File: config.mk
export PLATFORM = sky130hd
export DESIGN_NAME = fwd_scoreboard
export DESIGN_NICKNAME = d
export VERILOG_FILES = /design/src/rtl/fwd_scoreboard.sv
export SDC_FILE = /design/constraint.sdc
export NUM_CORES = 1
export LEC_CHECK = 0
export ABC_AREA = 1
export BUFFER_PORTS_ARGS = -buffer_cell sky130_fd_sc_hd__buf_2
export CAP_MARGIN = 40
export CORE_MARGIN = 5
export CORE_UTILIZATION = 42
export CTS_CLUSTER_SIZE = 25
export DETAILED_ROUTE_END_ITERATION = 10
export PLACE_DENSITY = 0.81
export RECOVER_POWER = 25
export SYNTH_ARGS = -nofsm -noshare
export SYNTH_HDL_FRONTEND = slang
export SYNTH_SLANG_ARGS = --single-unit
File: constraint.sdc
create_clock -name clk -period 1.3 [get_ports clk]
set_input_delay 0.065 -clock clk [delete_from_list [all_inputs] [get_ports clk]]
set_output_delay 0.065 -clock clk [all_outputs]
set_load 0.05 [all_outputs]
File: src/rtl/fwd_scoreboard.sv
// Register-hazard scoreboard and forwarding network for the in-order pipeline stages after ID.
// Optional counters (stall_cnt, fwd_cnt, hold_cnt) are compiled in with `define FWD_STATS_EN.
module fwd_scoreboard #(
    parameter int DATA_W     = 32,
    parameter int ADDR_W     = 5,
    parameter int STAGES     = 3,
    parameter int READ_PORTS = 2,
    parameter int LOAD_READY = 1,
    parameter int SRC_W      = 4
) (
    input  logic                         clk,
    input  logic                         rst,
    input  logic                         hold,
    input  logic [STAGES-1:0]            flush_mask,
    input  logic                         in_valid,
    input  logic                         in_wen,
    input  logic [ADDR_W-1:0]            in_addr,
    input  logic                         in_is_load,
    output logic                         in_accept,
    input  logic [STAGES*DATA_W-1:0]     stage_data,
    input  logic [READ_PORTS-1:0]        rd_en,
    input  logic [READ_PORTS*ADDR_W-1:0] rd_addr,
    input  logic [READ_PORTS*DATA_W-1:0] rd_regdata,
    output logic [READ_PORTS*DATA_W-1:0] rd_data,
    output logic [READ_PORTS*SRC_W-1:0]  rd_src,
    output logic                         stall_req,
`ifdef FWD_STATS_EN
    output logic [31:0]                  stall_cnt,
    output logic [31:0]                  fwd_cnt,
    output logic [31:0]                  hold_cnt,
`endif
    output logic [STAGES-1:0]            stage_valid
);

    logic [STAGES-1:0]     v_q;
    logic [STAGES-1:0]     wen_q;
    logic [STAGES-1:0]     ld_q;
    logic [ADDR_W-1:0]     addr_q [STAGES];
    logic [STAGES-1:0]     v_next;
    logic [READ_PORTS-1:0] hit;
    logic [READ_PORTS-1:0] haz;

    // Scan from EXE outward; the first match is the youngest producer and masks all older ones.
    always_comb begin
        rd_data = rd_regdata;
        rd_src  = '0;
        hit     = '0;
        haz     = '0;
        for (int p = 0; p < READ_PORTS; p++) begin
            for (int k = 0; k < STAGES; k++) begin
                if (!hit[p] && rd_en[p] && v_q[k] && wen_q[k] &&
                    addr_q[k] == rd_addr[p*ADDR_W +: ADDR_W] &&
                    rd_addr[p*ADDR_W +: ADDR_W] != '0) begin
                    hit[p] = 1'b1;
                    if (!ld_q[k] || k >= LOAD_READY) begin
                        rd_data[p*DATA_W +: DATA_W] = stage_data[k*DATA_W +: DATA_W];
                        rd_src[p*SRC_W +: SRC_W]    = SRC_W'(k + 1);
                    end else begin
                        haz[p] = 1'b1;
                    end
                end
            end
        end
    end

    assign stall_req   = |haz;
    // Handshake: the ID instruction enters stage 0 on an edge where in_valid & in_accept are both high.
    assign in_accept   = ~hold & ~stall_req;
    assign stage_valid = v_q;

    // Flush is applied after the hold/shift choice, so a held entry can still be squashed.
    always_comb begin
        v_next    = '0;
        v_next[0] = (hold ? v_q[0] : (in_valid & ~stall_req)) & ~flush_mask[0];
        for (int k = 1; k < STAGES; k++) begin
            v_next[k] = (hold ? v_q[k] : v_q[k-1]) & ~flush_mask[k];
        end
    end

    always_ff @(posedge clk) begin
        if (rst) begin
            v_q   <= '0;
            wen_q <= '0;
            ld_q  <= '0;
            for (int k = 0; k < STAGES; k++) begin
                addr_q[k] <= '0;
            end
        end else begin
            v_q <= v_next;
            if (!hold) begin
                wen_q     <= {wen_q[STAGES-2:0], in_wen};
                ld_q      <= {ld_q[STAGES-2:0], in_is_load};
                addr_q[0] <= in_addr;
                for (int k = 1; k < STAGES; k++) begin
                    addr_q[k] <= addr_q[k-1];
                end
            end
        end
    end

`ifdef FWD_STATS_EN
    logic [31:0] fwd_inc;

    always_comb begin
        fwd_inc = '0;
        for (int p = 0; p < READ_PORTS; p++) begin
            if (rd_src[p*SRC_W +: SRC_W] != '0) begin
                fwd_inc = fwd_inc + 32'd1;
            end
        end
    end

    always_ff @(posedge clk) begin
        if (rst) begin
            stall_cnt <= '0;
            fwd_cnt   <= '0;
            hold_cnt  <= '0;
        end else begin
            if (stall_req && !hold) stall_cnt <= stall_cnt + 32'd1;
            if (in_accept)          fwd_cnt   <= fwd_cnt + fwd_inc;
            if (hold)               hold_cnt  <= hold_cnt + 32'd1;
        end
    end
`endif

endmodule

* Yosys cells after proc, flatten, opt, wreduce, memory -nomap -nowiden *
Memory sizes are Yosys's and may differ from the RTL's.
Index checks and enable logic that the tools add are counted.

word-level totals
  register bits = 7
  memory bits (writable) = 15
  word-level logic and storage cells = 91
  memories kept = 1
  latch bits = 0
  bits in read-only memories = 0

operators by class
  add/sub/neg operators = 0
  equality and inequality tests = 6
  reduce and logical (&&, ||, !) cells = 35
  shift operators = 0
  multiply operators = 0
  $lt $le $gt $ge = 0
  div/mod/pow operators = 0
  multiplexer cells = 33
  bitwise gates (word level) = 13

memory list
  name    depth  bits a word  rd ports  clocked after memory_dff  wr ports  RTL line  source
  addr_q  3      5            3         0                         3         38        logic [ADDR_W-1:0] addr_q [STAGES];

operator list
  operator             count
  $mux W32             8
  $eq A5 B5 Y1         6
  $logic_and A1 B1 Y1  28
  $mux W4              5
  $mux W1              17
  $mux W5              3
  $reduce_bool A5 Y1   2
  $and A1 B1 Y1        5
  $not A1 Y1           5
  $logic_not A1 Y1     4
  $or A1 B1 Y1         3
  $reduce_or A2 Y1     1

* Longest topological paths before layout *
  depth in word-level cells = 19
  gate-level depth with buffers = 14
  mapped depth without buffers = 13

* Least setup slack after synthesis *
Ideal clock, no wire load.

  path kind = reg-to-output
  start = register v_q[0], in the netlist stage_valid[0]
  end = output rd_src[0]
  path buffers = 2
  setup slack = -1.357 ns
  data arrival time = 2.592 ns
  cell stages (with the launch flop) = 9
  path through = dfxtp_1 nand3_1 clkinv_1 nand2_2 nor2_4 nand2_2 buf_6 buf_4 o21ai_0

on the way
  longest elaborated chain between the ends = 19

RTL lines
  item                                 RTL line  source
  start: declaration                   35        logic [STAGES-1:0] v_q;
  start signal: assignment             89        v_q <= v_next;
  $logic_and A1 B1 Y1 * (3 in series)  51        if (!hit[p] && rd_en[p] && v_q[k] && wen_q[k] &&
  $logic_and A1 B1 Y1 *                52        addr_q[k] == rd_addr[p*ADDR_W +: ADDR_W] &&
  $mux W1                              51
  $logic_not A1 Y1                     51
  $logic_and A1 B1 Y1 (4 in series)    51
  $logic_and A1 B1 Y1                  52
  $mux W1                              51
  $logic_not A1 Y1                     51
  $logic_and A1 B1 Y1 (4 in series)    51
  $logic_and A1 B1 Y1                  52
  $mux W4 *                            51
  end: declaration                     25        output logic [READ_PORTS*SRC_W-1:0] rd_src,

Mark *: on every way between the ends. The rest lies on a longest branch, timed or not.

==> results.md <==
* Worst VDD drop at 0.924 mV
* Initial DRC Count at 1711
* Largest net degree at the start of global routing at 27
* Sequential share of the synthesized area at 0.123
* DR pass1 iterations at 8
* Tot Pwr at 4.05 mW
* CTS tree: yes
* Via-per-instance ratio at 6.03
* Internal cell power at 2.29 mW
* Remaining global-route overflow at 0
* Placement Rows at 39
* Power density over the cells at 419 nW/um^2
* Cts bufs inserted at 3
* Failing checks: setup timing
* CTS HTree Levels at 1
* F_max at 417 MHz
* Residual DRC at 0
* Reg2Reg Setup Slack at -340 ps
* Combinational share of power at 0.615
* Initial Util at 0.424
* Worst rel slew slack at 0.318
* Synth Area in XOR/XNOR at 0.0128
* Largest family of logic cells by synthesized area: simple AND/OR/NAND/NOR gates
* Port Buf Inserts at 258
* Clock Pin Slew Worst Setup and Hold Paths at 60 ps
* Placed Area at 7680 sq um
* CP Max Fanout at 13
* Slew @ Worst Pin at 1020 ps
* Fin crit share at 1.85
* Cell variety after synth at 34
* Origin of the critical flop-to-flop path: addr_q[0][4]
* Die width at 117 microns
* Status: finished with violations
* Die ar. at 13700 sq um
* Final Hold Fails at 0
* Worst slack at placement at -748 ps
* HP Class: primary input to register
* CTS root buffer: clkbuf_16
* # setup viols final at 71
* CP required at 1240 ps
* Simple-gate share of the synthesized area at 0.704
* Clock skew at 1.88 ps
* Multiplexer share of the synthesized area at 0
* Routed length per instance at 20.6 microns
* Clock latency on the worst-skew pair at 260 ps
* Routability cong. at 0.934
* Adder-Cell Fraction of Synth Area at 0
* Sw frac at 0.435
* Switching Power at 1.76 mW
* Cell Count Post-Placement at 1386
* Hold path endpoint: stage_valid[0]
* Worst flop-to-flop path endpoint: stage_valid[0]
* First-pass GRT wire length at 39500 microns
* Top_reg_cell synth: edfxtp_1
* Worst setup EP type: output pin
* Total number of vias at 8661
* Fill count at 676
* Crit Path Class: register to output pin
* Die height at 117 microns
* Core area at 11300 sq um
* Compound-Gate Fraction of Synth Area at 0.0180
* Vias in the first global route at 7915
* Hold path depth at 3
* Maxcap violations at 0
* Nets at 1477
* Share of layout cells above drive strength 1 at 0.484
* CTS Buffer Depth at 2
* Data arrival, critical path at 2330 ps
* Finished Cell Area at 9660 sq um
* Leak at 5.14 nW
* Post-route antenna net violation count at 0
* Seq pwr share at 0.204
* Mapped Cells at 959
* Ys async rst share at 0
* Final Core Density at 0.854
* Mapped Avg Cell Area at 5.00 sq um
* PnR worst setup slack at -1100 ps
* I/O pins at 263
* Startpoint Class: register
* Min cycle time layout at 2400 ps
* Clock network fraction of total power at 0.181
* Hold WS at 41.6 ps
* Number of synthesized flops with an enable pin at 15
* Yosys warning count at 0
* Final non-filler cell total at 1436
* RSZ-0062 raised after global routing: true
* Syn Std Cell Area at 4790 sq um
* Routed WL at 29600 microns
* Worst Hold Launch: flush_mask[0]
* R2r worst-path depth at 11
* Initial antenna violation count at 4
* CTS Sinks at 22
* GR Util All Layers at 0.365
* Area grow syn2layout at 102%
* DPL Wire Length at 17300 microns
* Register bit total from synthesis at 22
* Setup tns final at -66930 ps
* Final Slew Violations at 0
layer usage:
metal	global-route usage	up-vias	share of wire
met2	0.622	782	0.47
met3	0.0817	221	0.12
met4	0.166	4	0.061
met1	0.438	3898	0.35
li1	-	3756	-
met5	0	-	0.00085
cell type report:
| cell class | instances | area, sq um | area share |
|---|---|---|---|
| Tap cell | 143 | 179 | 0.0185 |
| Inverter | 73 | 280 | 0.0290 |
| Multi-Input combinational cell | 801 | 4900 | 0.507 |
| Sequential cell | 22 | 604 | 0.0625 |
| Clock buffer | 4 | 88.8 | 0.00919 |
| Timing Repair Buffer | 390 | 3600 | 0.373 |
| Antenna cell | 3 | 7.51 | 0.000777 |
kinds of logic (layout without fill, tap and decap cells):
family / count (synthesis) / in the layout
other: 1 / 7
xor gates and xnor gates: 7 / 7
buffers and inverters: 139 / 467
AOI/OAI and AO/OA: 16 / 16
DFF: 22 / 22
and+or+nand+nor: 774 / 774
power groups by stage:
stage / combinational, mW / sequential [mW] / clock, mW
6_report: 2.49 / 0.826 / 0.733
5_1_grt: 2.65 / 0.830 / 0.753
3_5_place_dp: 1.97 / 0.837 / 0
2_1_floorplan: 1.20 / 0.840 / 0
4_1_cts: 2.25 / 0.823 / 0.723
3_3_place_gp: 1.95 / 0.834 / 0
worst max-delay path: stages, from the launching register on:
cell,delay [ps]
edfxtp_1,440
inv_2,100
buf_6,100
nand2_2,40
nand2_1,70
nor2_1,50
nand2_2,100
nor2_4,50
buf_6,120
nor2_4,270
clkbuf_16,250
nand4_1,200
nand3_4,130
buf_8,150
synth_stat cells (2+ instances only):
cell type,count,area (sq um)
dfxtp_1,7,140
buf_4,22,165
xnor2_1,3,26.3
o21ai_0,10,50.1
xor2_1,4,35.0
nand2_2,5,31.3
o21ai_1,2,10.0
edfxtp_1,15,450
inv_2,13,48.8
nor4_1,2,12.5
nand3_2,2,20.0
nand2_1,504,1890
nor2_2,6,37.5
nand3_4,2,35.0
o22ai_1,2,12.5
inv_1,57,214
buf_2,15,75.1
buf_6,7,78.8
nor2_4,3,33.8
clkinv_1,3,11.3
nand4_1,68,425
nor2_1,42,158
clkbuf_1,20,75.1
nand3_1,134,671
buf_1,2,7.51
how the worst max path moves through the flow:
stage	startpoint	end	slack, ps
floorplan	stage_valid[2]	rd_src[4]	-310
global placement	addr_q[0][8]	rd_data[5]	-690
detailed placement	addr_q[0][2]	rd_data[5]	-750
CTS	addr_q[0][2]	rd_data[50]	-890
global route	addr_q[0][2]	rd_data[58]	-1140
finish	addr_q[0][2]	rd_data[58]	-1100
cells in the final DEF (no fill, tap or decap), drive strengths merged, types with 7 or more instances in the layout:
| cell | instances |
|---|---|
| dfxtp | 7 |
| nor2 | 52 |
| nand3 | 138 |
| nand4 | 69 |
| buf | 375 |
| inv | 70 |
| o21ai | 12 |
| edfxtp | 15 |
| clkbuf | 17 |
| nand2 | 509 |
registers in the layout (all words and copies together), names as in the netlist:
register and cells:
ld_q 1, wen_q 3, stage_valid 3, addr_q 15
what timing repair did:
action | CTS | global route
resized for setup | 253 | 101
hold endpoints to repair | 2 | 0
setup buffers | 12 | 14
setup endpoints to repair | 71 | 71
pin swaps | 17 | 41
cloned | 5 | 11
hold buffers | 2 | 0
(Power assumes the default switching activity.)
